===== src/rtl/uart_defs.sv =====
// Shared UART definitions: transmitter state encoding and default line rate,
// so the transmitter and the request receiver agree on baud.
package uart_defs;

    localparam int DEFAULT_CLK_FREQ = 50_000_000;
    localparam int DEFAULT_BAUD     = 9600;

    typedef enum logic [1:0] {
        IDLE      = 2'd0,
        START_BIT = 2'd1,
        DATA_BITS = 2'd2,
        STOP_BIT  = 2'd3
    } uart_state_t;

endpackage


===== src/rtl/uart_baud_counter.sv =====
// Bit-time counter: counts 0..CLKS_PER_BIT-1 and flags the last cycle of each
// serial bit. Held at zero while 'clear' is high.
module uart_baud_counter #(
    parameter int CLKS_PER_BIT = 5208
) (
    input  logic clock,
    input  logic reset,
    input  logic clear,
    output logic bit_tick
);

    localparam int CNT_W = (CLKS_PER_BIT > 2) ? $clog2(CLKS_PER_BIT) : 1;
    localparam logic [CNT_W-1:0] LAST_COUNT = CNT_W'(CLKS_PER_BIT - 1);

    logic [CNT_W-1:0] count;

    assign bit_tick = !clear && (count == LAST_COUNT);

    // Wrapping on the tick keeps every bit exactly CLKS_PER_BIT cycles long.
    always_ff @(posedge clock or posedge reset) begin
        if (reset) begin
            count <= '0;
        end else if (clear || bit_tick) begin
            count <= '0;
        end else begin
            count <= count + CNT_W'(1);
        end
    end

endmodule


===== src/rtl/uart_tx_pair.sv =====
// Two-byte 8N1 UART transmitter: sends byte0 then byte1 back to back as one
// 20-bit-time frame per accepted start pulse.
module uart_tx_pair
    import uart_defs::*;
#(
    parameter int CLK_FREQ     = DEFAULT_CLK_FREQ,
    parameter int BAUD         = DEFAULT_BAUD,
    parameter int CLKS_PER_BIT = CLK_FREQ / BAUD
) (
    input  logic       clock,
    input  logic       reset,
    input  logic       start,
    input  logic [7:0] byte0,
    input  logic [7:0] byte1,
    output logic       tx,
    output logic       busy,
    output logic       done
);

    uart_state_t state, state_next;
    logic        byte_idx, byte_idx_next;
    logic [2:0]  bit_idx, bit_idx_next;
    logic [15:0] data_reg, data_next;
    logic        tx_next, busy_next, done_next;
    logic        bit_tick;

    uart_baud_counter #(
        .CLKS_PER_BIT(CLKS_PER_BIT)
    ) u_baud (
        .clock   (clock),
        .reset   (reset),
        .clear   (state == IDLE),
        .bit_tick(bit_tick)
    );

    always_ff @(posedge clock or posedge reset) begin
        if (reset) begin
            state    <= IDLE;
            byte_idx <= 1'b0;
            bit_idx  <= 3'd0;
            data_reg <= 16'd0;
            tx       <= 1'b1;
            busy     <= 1'b0;
            done     <= 1'b0;
        end else begin
            state    <= state_next;
            byte_idx <= byte_idx_next;
            bit_idx  <= bit_idx_next;
            data_reg <= data_next;
            tx       <= tx_next;
            busy     <= busy_next;
            done     <= done_next;
        end
    end

    // Bytes are latched only on an accepted start, so later input changes
    // and starts during a frame cannot disturb the frame in flight.
    always_comb begin
        state_next    = state;
        byte_idx_next = byte_idx;
        bit_idx_next  = bit_idx;
        data_next     = data_reg;
        case (state)
            IDLE: begin
                if (start) begin
                    data_next     = {byte1, byte0};
                    byte_idx_next = 1'b0;
                    bit_idx_next  = 3'd0;
                    state_next    = START_BIT;
                end
            end
            START_BIT: begin
                if (bit_tick) begin
                    bit_idx_next = 3'd0;
                    state_next   = DATA_BITS;
                end
            end
            DATA_BITS: begin
                if (bit_tick) begin
                    if (bit_idx == 3'd7) begin
                        state_next = STOP_BIT;
                    end else begin
                        bit_idx_next = bit_idx + 3'd1;
                    end
                end
            end
            STOP_BIT: begin
                if (bit_tick) begin
                    if (!byte_idx) begin
                        byte_idx_next = 1'b1;
                        state_next    = START_BIT;
                    end else begin
                        state_next = IDLE;
                    end
                end
            end
            default: state_next = IDLE;
        endcase
    end

    // Outputs are decoded from the next state and registered, so tx/busy/done
    // change on the same edge as the state and carry no input-to-output path.
    always_comb begin
        tx_next   = 1'b1;
        busy_next = (state_next != IDLE);
        done_next = (state == STOP_BIT) && (state_next == IDLE);
        case (state_next)
            START_BIT: tx_next = 1'b0;
            DATA_BITS: tx_next = data_reg[{byte_idx_next, bit_idx_next}];
            default:   tx_next = 1'b1;
        endcase
    end

endmodule


===== config.mk =====
export PLATFORM = sky130hd
export DESIGN_NAME = uart_tx_pair
export DESIGN_NICKNAME = d
export VERILOG_FILES = /design/src/rtl/uart_defs.sv /design/src/rtl/uart_baud_counter.sv /design/src/rtl/uart_tx_pair.sv
export SDC_FILE = /design/constraint.sdc
export NUM_CORES = 1
export LEC_CHECK = 0
export BUFFER_PORTS_ARGS = -buffer_cell sky130_fd_sc_hd__buf_2
export CORE_UTILIZATION = 52
export CTS_BUF_LIST = sky130_fd_sc_hd__clkbuf_8
export DETAILED_ROUTE_END_ITERATION = 16
export GPL_TIMING_DRIVEN = 0
export HOLD_SLACK_MARGIN = 0.12
export PLACE_DENSITY_LB_ADDON = 0.15
export SLEW_MARGIN = 10
export SYNTH_ARGS = -nofsm -noshare
export SYNTH_HDL_FRONTEND = slang
export SYNTH_SLANG_ARGS = --single-unit

===== constraint.sdc =====
create_clock -name clock -period 3.8 [get_ports clock]
set_clock_uncertainty 0.15 [all_clocks]
set_input_delay 0.19 -clock clock [delete_from_list [all_inputs] [get_ports clock]]
set_output_delay 0.19 -clock clock [all_outputs]
set_load 0.05 [all_outputs]

**Yosys cells after proc, flatten, opt, wreduce, memory -nomap -nowiden**

Cells that the tools add are included.

- Multiply operators: 0
- Add/subtract/negate cells: 2
- Shift operators: 0
- Multiplexer cells: 19
- Magnitude comparators: 1
- Bitwise operators: 0
- Eq/ne operators: 7
- Div/mod/pow operators: 0
- Reduce and logical (&&, ||, !) cells: 8

Operators by type and width:

| kind | count |
|---|---|
| $add 13x1->13 const B | 1 |
| $eq 13x13->1 const B | 1 |
| $mux 13 | 1 |
| $mux 3 | 4 |
| $mux 2 | 5 |
| $pmux 3 s3 | 1 |
| $pmux 2 s4 | 1 |
| $eq 2x2->1 const B | 3 |
| $lt 4x5->1 const B | 1 |
| $bmux 1 s4 | 1 |
| $eq 2x1->1 const B | 2 |
| $logic_not 2->1 | 2 |
| $mux 1 | 4 |
| $pmux 1 s2 | 2 |
| $add 3x1->3 const B | 1 |
| $eq 3x3->1 const B | 1 |
| $logic_and 1x1->1 | 2 |
| $reduce_and 2->1 | 1 |
| $reduce_bool 2->1 | 1 |
| $logic_not 1->1 | 1 |
| $logic_or 1x1->1 | 1 |

- Bits in latches: 0
- Output and inout bits: 3
- Input bits: 19
- Bits in registers: 38
- Word-level logic and storage cells: 45
- ROM bits: 0
- Memories kept: 0
- Bits in writable memories: 0

**Depth between registers and ports, before layout**

- Depth in word-level cells: 8
- Gate-level depth with buffers: 12
- Mapped depth without buffers: 10

**Hierarchy**

From an unflattened synthesis, not the netlist that was laid out.

- Cells, all modules: 178
- Area total of the unflattened synthesis: 1959.4 um2

By module, submodules not included:

| module | seq. area each (um2) | area an instance (um2) | cells an instance | times used |
|---|---|---|---|---|
| uart_tx_pair | 626.9 | 1301.2 | 112 | 1 |
| uart_baud_counter | 325.3 | 658.1 | 66 | 1 |

**Worst setup path before layout**

Ideal clock, no wire load.

- Path type: reg-to-reg
- Start: reg u_baud.count[8]
- End: reg tx
- Data arrival time: 2584 ps
- Slack: 979 ps
- Period minus slack after synthesis: 2821 ps
- Path buffers: 0
- Stages on the path, launching flop included: 9
- Setup time: 86 ps
- Data required time: 3564 ps
- Cells stage by stage: dfrtp_1 or4b_4 or4_4 o211ai_4 o221ai_2 a21o_1 a211oi_2 a311oi_1 o41a_1

- Word-level cells in the longest chain between the ends: 7
- Elaborated cells between the ends (all ways): 16
- Classes of those cells: 3 x eq/ne; 12 x mux; 1 x reduce/logical

Ends and longest elaborated chain:

| element | line | source |
|---|---|---|
| start, declared | uart_baud_counter.sv:15 | `logic [CNT_W-1:0] count;` |
| start signal, assigned | uart_baud_counter.sv:26 | `count <= count + CNT_W'(1);` |
| $eq 13x13->1 (*) | uart_baud_counter.sv:17 | `assign bit_tick = !clear && (count == LAST_COUNT);` |
| $logic_and 1x1->1 (*) | uart_baud_counter.sv:17 |  |
| $mux 3 (on tied branches) | uart_tx_pair.sv:79, uart_tx_pair.sv:73 |  |
| $pmux 3 s3 (*) | uart_tx_pair.sv:63 | `case (state)` |
| via bit_idx_next[2] | uart_tx_pair.sv:22 | `logic [2:0] bit_idx, bit_idx_next;` |
| $bmux 1 s4 (*) | uart_tx_pair.sv:109 | `DATA_BITS: tx_next = data_reg[{byte_idx_next, bit_idx_next}];` |
| $mux 1 (not written as such) (*) | uart_tx_pair.sv:109 |  |
| $pmux 1 s2 (*) | uart_tx_pair.sv:107 | `case (state_next)` |
| via tx_next | uart_tx_pair.sv:24 | `logic tx_next, busy_next, done_next;` |
| end signal, assigned | uart_tx_pair.sv:50 | `tx <= tx_next;` |
| end, declared | uart_tx_pair.sv:15 | `output logic tx,` |

The timed path passes the listed nets; every way through them passes the cells marked *. The select of a mux whose other input is x is not followed.
A chain may end at the register's enable or synchronous reset.

**Final worst setup path**

- Start: reg state[0]
- End: reg tx

- Word-level cells in the longest chain between the ends: 8
- Elaborated cells between the ends (all ways): 22
- Classes of those cells: 5 x eq/ne; 14 x mux; 3 x reduce/logical

Ends and longest elaborated chain:

| element | line | source |
|---|---|---|
| start, declared | uart_tx_pair.sv:20 | `uart_state_t state, state_next;` |
| start signal, assigned | uart_tx_pair.sv:46 | `state <= state_next;` |
| $logic_not 2->1 | uart_tx_pair.sv:32, uart_tx_pair.sv:63 |  |
| $logic_not 1->1 | uart_baud_counter.sv:17 |  |
| $logic_and 1x1->1 | uart_baud_counter.sv:17 |  |
| $mux 3, or another cell as far along | uart_tx_pair.sv:79 | `if (bit_tick) begin` |
| $pmux 3 s3 or $pmux 1 s2 (tied branches) | uart_tx_pair.sv:63 |  |
| $bmux 1 s4 | uart_tx_pair.sv:109 |  |
| $mux 1 (not written as such) | uart_tx_pair.sv:109 |  |
| $pmux 1 s2 (*) | uart_tx_pair.sv:107 |  |
| via tx_next | uart_tx_pair.sv:24 |  |

Marked as above.

==> metrics.txt <==
# TYPE chip_impl_metric gauge
chip_impl_info{name="synth_area_leaders",value="dfrtp_1 46%, mux2_2 9.5%, ha_1 3.7%, nor2_1 3.3%, xor2_1 3.0%"} 1
chip_impl_info{name="outcome",value="finished, final reports clean"} 1
chip_impl_metric{name="cts.sink_count",unit=""} 38
chip_impl_metric{name="h_tree_depth",unit=""} 2
chip_impl_info{name="clock_tree_from_tritoncts",value="built"} 1
chip_impl_metric{name="ys_warn_count",unit=""} 0
chip_impl_metric{name="fp.coreArea",unit="um2"} 3690
chip_impl_metric{name="iter_0_drt_violations",unit=""} 86
chip_impl_metric{name="nets",unit=""} 257
chip_impl_metric{name="floorplan.die.height",unit="um"} 64.3
chip_impl_info{name="grt_setup_unrepaired",value="false"} 1
chip_impl_metric{name="largest_net_degree_at_the_start_of_global_routing",unit=""} 39
chip_impl_metric{name="power_per_cell_area",unit="nW/um2"} 287
chip_impl_metric{name="placement.io_buffers",unit=""} 21
chip_impl_metric{name="clock_path_buffers",unit=""} 2
chip_impl_metric{name="synth_async_sr_flop_share",unit="%"} 100
chip_impl_metric{name="postSynthNetCount",unit=""} 212
chip_impl_metric{name="tightestPinTransition",unit="ps"} 776
chip_impl_metric{name="yosysUniqueCellTypes",unit=""} 52
chip_impl_metric{name="grt_pass1_vias",unit=""} 1597
chip_impl_metric{name="routedWlPerCell",unit="um"} 14.0
chip_impl_metric{name="leakagePower",unit="nW"} 1.18
chip_impl_info{name="startpoint_type",value="register"} 1
chip_impl_info{name="path_class",value="reg2reg"} 1
chip_impl_metric{name="antennaDiodeCount",unit=""} 0
chip_impl_metric{name="tritoncts.num_buffers",unit=""} 5
chip_impl_metric{name="arrival_time_of_data_at_the_critical_path_endpoint",unit="ps"} 3260
chip_impl_metric{name="synth.top_cell.area_share",unit="%"} 45.9
chip_impl_metric{name="share_of_layout_cells_above_drive_strength_1",unit="%"} 24.0
chip_impl_metric{name="setup_viol",unit=""} 0
chip_impl_metric{name="final.period_utilization",unit="%"} 84.1
chip_impl_metric{name="die_w",unit="um"} 64.3
chip_impl_metric{name="drcViolationCount",unit=""} 0
chip_impl_info{name="cts_root_buf",value="clkbuf_8"} 1
chip_impl_metric{name="detail-route-antenna-nets",unit=""} 0
chip_impl_metric{name="critical_path.max_fanout",unit=""} 10
chip_impl_metric{name="cts_repair_resize_count",unit=""} 0
chip_impl_metric{name="clk_transition_reported_paths",unit="ps"} 70
chip_impl_metric{name="largest_register_ffs",unit=""} 16
chip_impl_metric{name="floorplan.initialDensity",unit="%"} 54.7
chip_impl_metric{name="drt_pass1_iterations",unit=""} 4
chip_impl_metric{name="total_standard_cell_area_after_synthesis",unit="um2"} 2020
chip_impl_metric{name="min_period",unit="ps"} 3190
chip_impl_metric{name="antenna_violations_before_repair",unit=""} 0
chip_impl_metric{name="insertion_delay",unit="ps"} 290
chip_impl_metric{name="wire_length_of_the_first_global_routing_pass",unit="um"} 6960
chip_impl_metric{name="irDropWorstVdd",unit="uV"} 253
chip_impl_metric{name="synth_enable_flop_cells",unit=""} 0
chip_impl_metric{name="ys_seq_area_share",unit="%"} 47.2
chip_impl_metric{name="die_area",unit="um2"} 4130
chip_impl_metric{name="grt.overflow.total",unit=""} 0
chip_impl_metric{name="slew_violations",unit=""} 0
chip_impl_metric{name="synth.ff_latch_count",unit=""} 38
chip_impl_metric{name="post-route-util",unit="%"} 66.0
chip_impl_metric{name="floorplan.rows",unit=""} 22
chip_impl_metric{name="mapped_cells",unit=""} 187
chip_impl_metric{name="max_cap_viol_count",unit=""} 0
chip_impl_info{name="netlist.top_cell.by_area",value="dfrtp_1"} 1
chip_impl_metric{name="syn_to_layout_area_delta",unit="%"} 20.7
chip_impl_metric{name="top_level_ports",unit=""} 22
chip_impl_metric{name="maxSlewHeadroom",unit="%"} 48.2
chip_impl_metric{name="vias_per_cell",unit=""} 5.53
chip_impl_metric{name="routed_wl",unit="um"} 3920
chip_impl_info{name="postSynth.topFlopCell",value="dfrtp_1"} 1
chip_impl_metric{name="finalWeightedCongestion",unit=""} 0.801
chip_impl_metric{name="vias",unit=""} 1555
chip_impl_info{name="worst_setup_end_kind",value="register"} 1
chip_impl_metric{name="gr-usage-all-layers",unit="%"} 22.3
chip_impl_metric{name="final.setup.tns",unit="ps"} 0
chip_impl_metric{name="required",unit="ps"} 3860
chip_impl_metric{name="synthesis.area_per_instance",unit="um2"} 10.8
chip_impl_metric{name="final_hold_viol_count",unit=""} 0
chip_impl_info{name="min-delay-path-class",value="in2reg"} 1
chip_impl_metric{name="cts_setup_buffers",unit=""} 0
chip_impl_metric{name="detailed_place_hpwl",unit="um"} 2760
chip_impl_metric{name="fmaxAchievable",unit="MHz"} 313
-- layout make-up --
| class | instances | area, um2 |
|---|---|---|
| fill | 301 | 1250 |
| multi-input combinational | 131 | 988 |
| sequential | 38 | 952 |
| timing repair buffer | 38 | 275 |
| clock buffer | 5 | 68.8 |
| tap | 48 | 60.1 |
| inverter | 12 | 45.0 |
| buffer | 6 | 31.3 |
| clock inverter | 3 | 13.8 |
-- layer usage --
metal / global-route usage [%] / up-vias / part of all wire, %
met4: 7.22 / 0 / 1.6
li1: - / 761 / -
met3: 6.25 / 8 / 2.8
met5: 0 / - / 0
met1: 26.7 / 756 / 45
met2: 38.4 / 30 / 50
-- cell families after synthesis --
logic type | share of synthesized area [%]
flops | 47.2
compound gates | 13.4
mux | 9.99
fa+ha+maj | 3.72
buf+inv | 3.78
simple gates | 17.1
xor+xnor | 4.78
-- timing repair --
action	4_1_cts	5_1_grt
endpoints found under the setup margin	0	0
hold buffers	17	0
hold endpoints to repair	53	0
-- power by group --
group,leakage (nW),switching (W),internal [W],total (W)
combinational,0.658,0.0000124,0.0000180,0.0000304
clock,0.0491,0.000140,0.000124,0.000265
sequential,0.471,0,0.000404,0.000404
-- per-stage QoR --
stage	worst slack (ps)	power, W	area [um2]	hold slack [ps]	instances
2_1_floorplan	979	0.000418	2020	157	187
3_3_place_gp	708	0.000428	2180	252	256
3_5_place_dp	654	0.000429	2180	233	256
4_1_cts	622	0.000707	2430	173	281
5_1_grt	499	0.000731	2430	234	281
6_report	605	0.000699	2430	180	281
-- critical path: stages, from the launching register on --
cell and delay [ps]:
dfrtp_1 410, ha_1 160, clkbuf_1 320, o21ba_2 220, or3_1 310, nand3_1 200
and2_1 170, buf_6 140, mux2_2 350, o211ai_1 200, a311oi_1 140, o41a_1 340
-- cell usage in the layout (no fill, tap or decap), types with 2 or more instances in the layout --
cell,n
and2_1,2
a21o_1,2
buf_2,22
inv_1,12
nand2_1,11
clkinv_2,2
nand2b_1,2
and3_1,6
nor2b_1,2
o21a_1,2
clkbuf_1,3
o31ai_1,3
xor2_1,7
dlygate4sd3_1,17
a21oi_1,2
ha_1,6
mux2_2,17
nand3_1,9
nor4b_1,2
dfrtp_1,37
nor2_1,18
clkbuf_8,5
o211ai_1,2
xnor2_1,4
o21ai_0,6
nand3b_1,2
-- synth_stat cells (3+ instances only) --
cell	instances
dfrtp_1	37
nor2_1	18
mux2_2	17
inv_1	12
nand2_1	11
nand3_1	9
xor2_1	7
and3_1	6
ha_1	6
o21ai_0	6
xnor2_1	4
clkbuf_1	3
o31ai_1	3
-- path summary, 6_finish.rpt --
check / start / end / slack [ps] / cells after the start
setup / recovery: state[0] / tx / 610 / 11
hold / removal: start / state[1] / 180 / 4
setup reg to reg: state[0] / tx / 610 / 11
hold reg to reg: u_baud.count[0] / u_baud.count[0] / 340 / 1
max in group asynchronous: reset / u_baud.count[6] / 2560 / 3
min in group asynchronous: reset / u_baud.count[1] / 450 / 3
(Power assumes the default switching activity.)
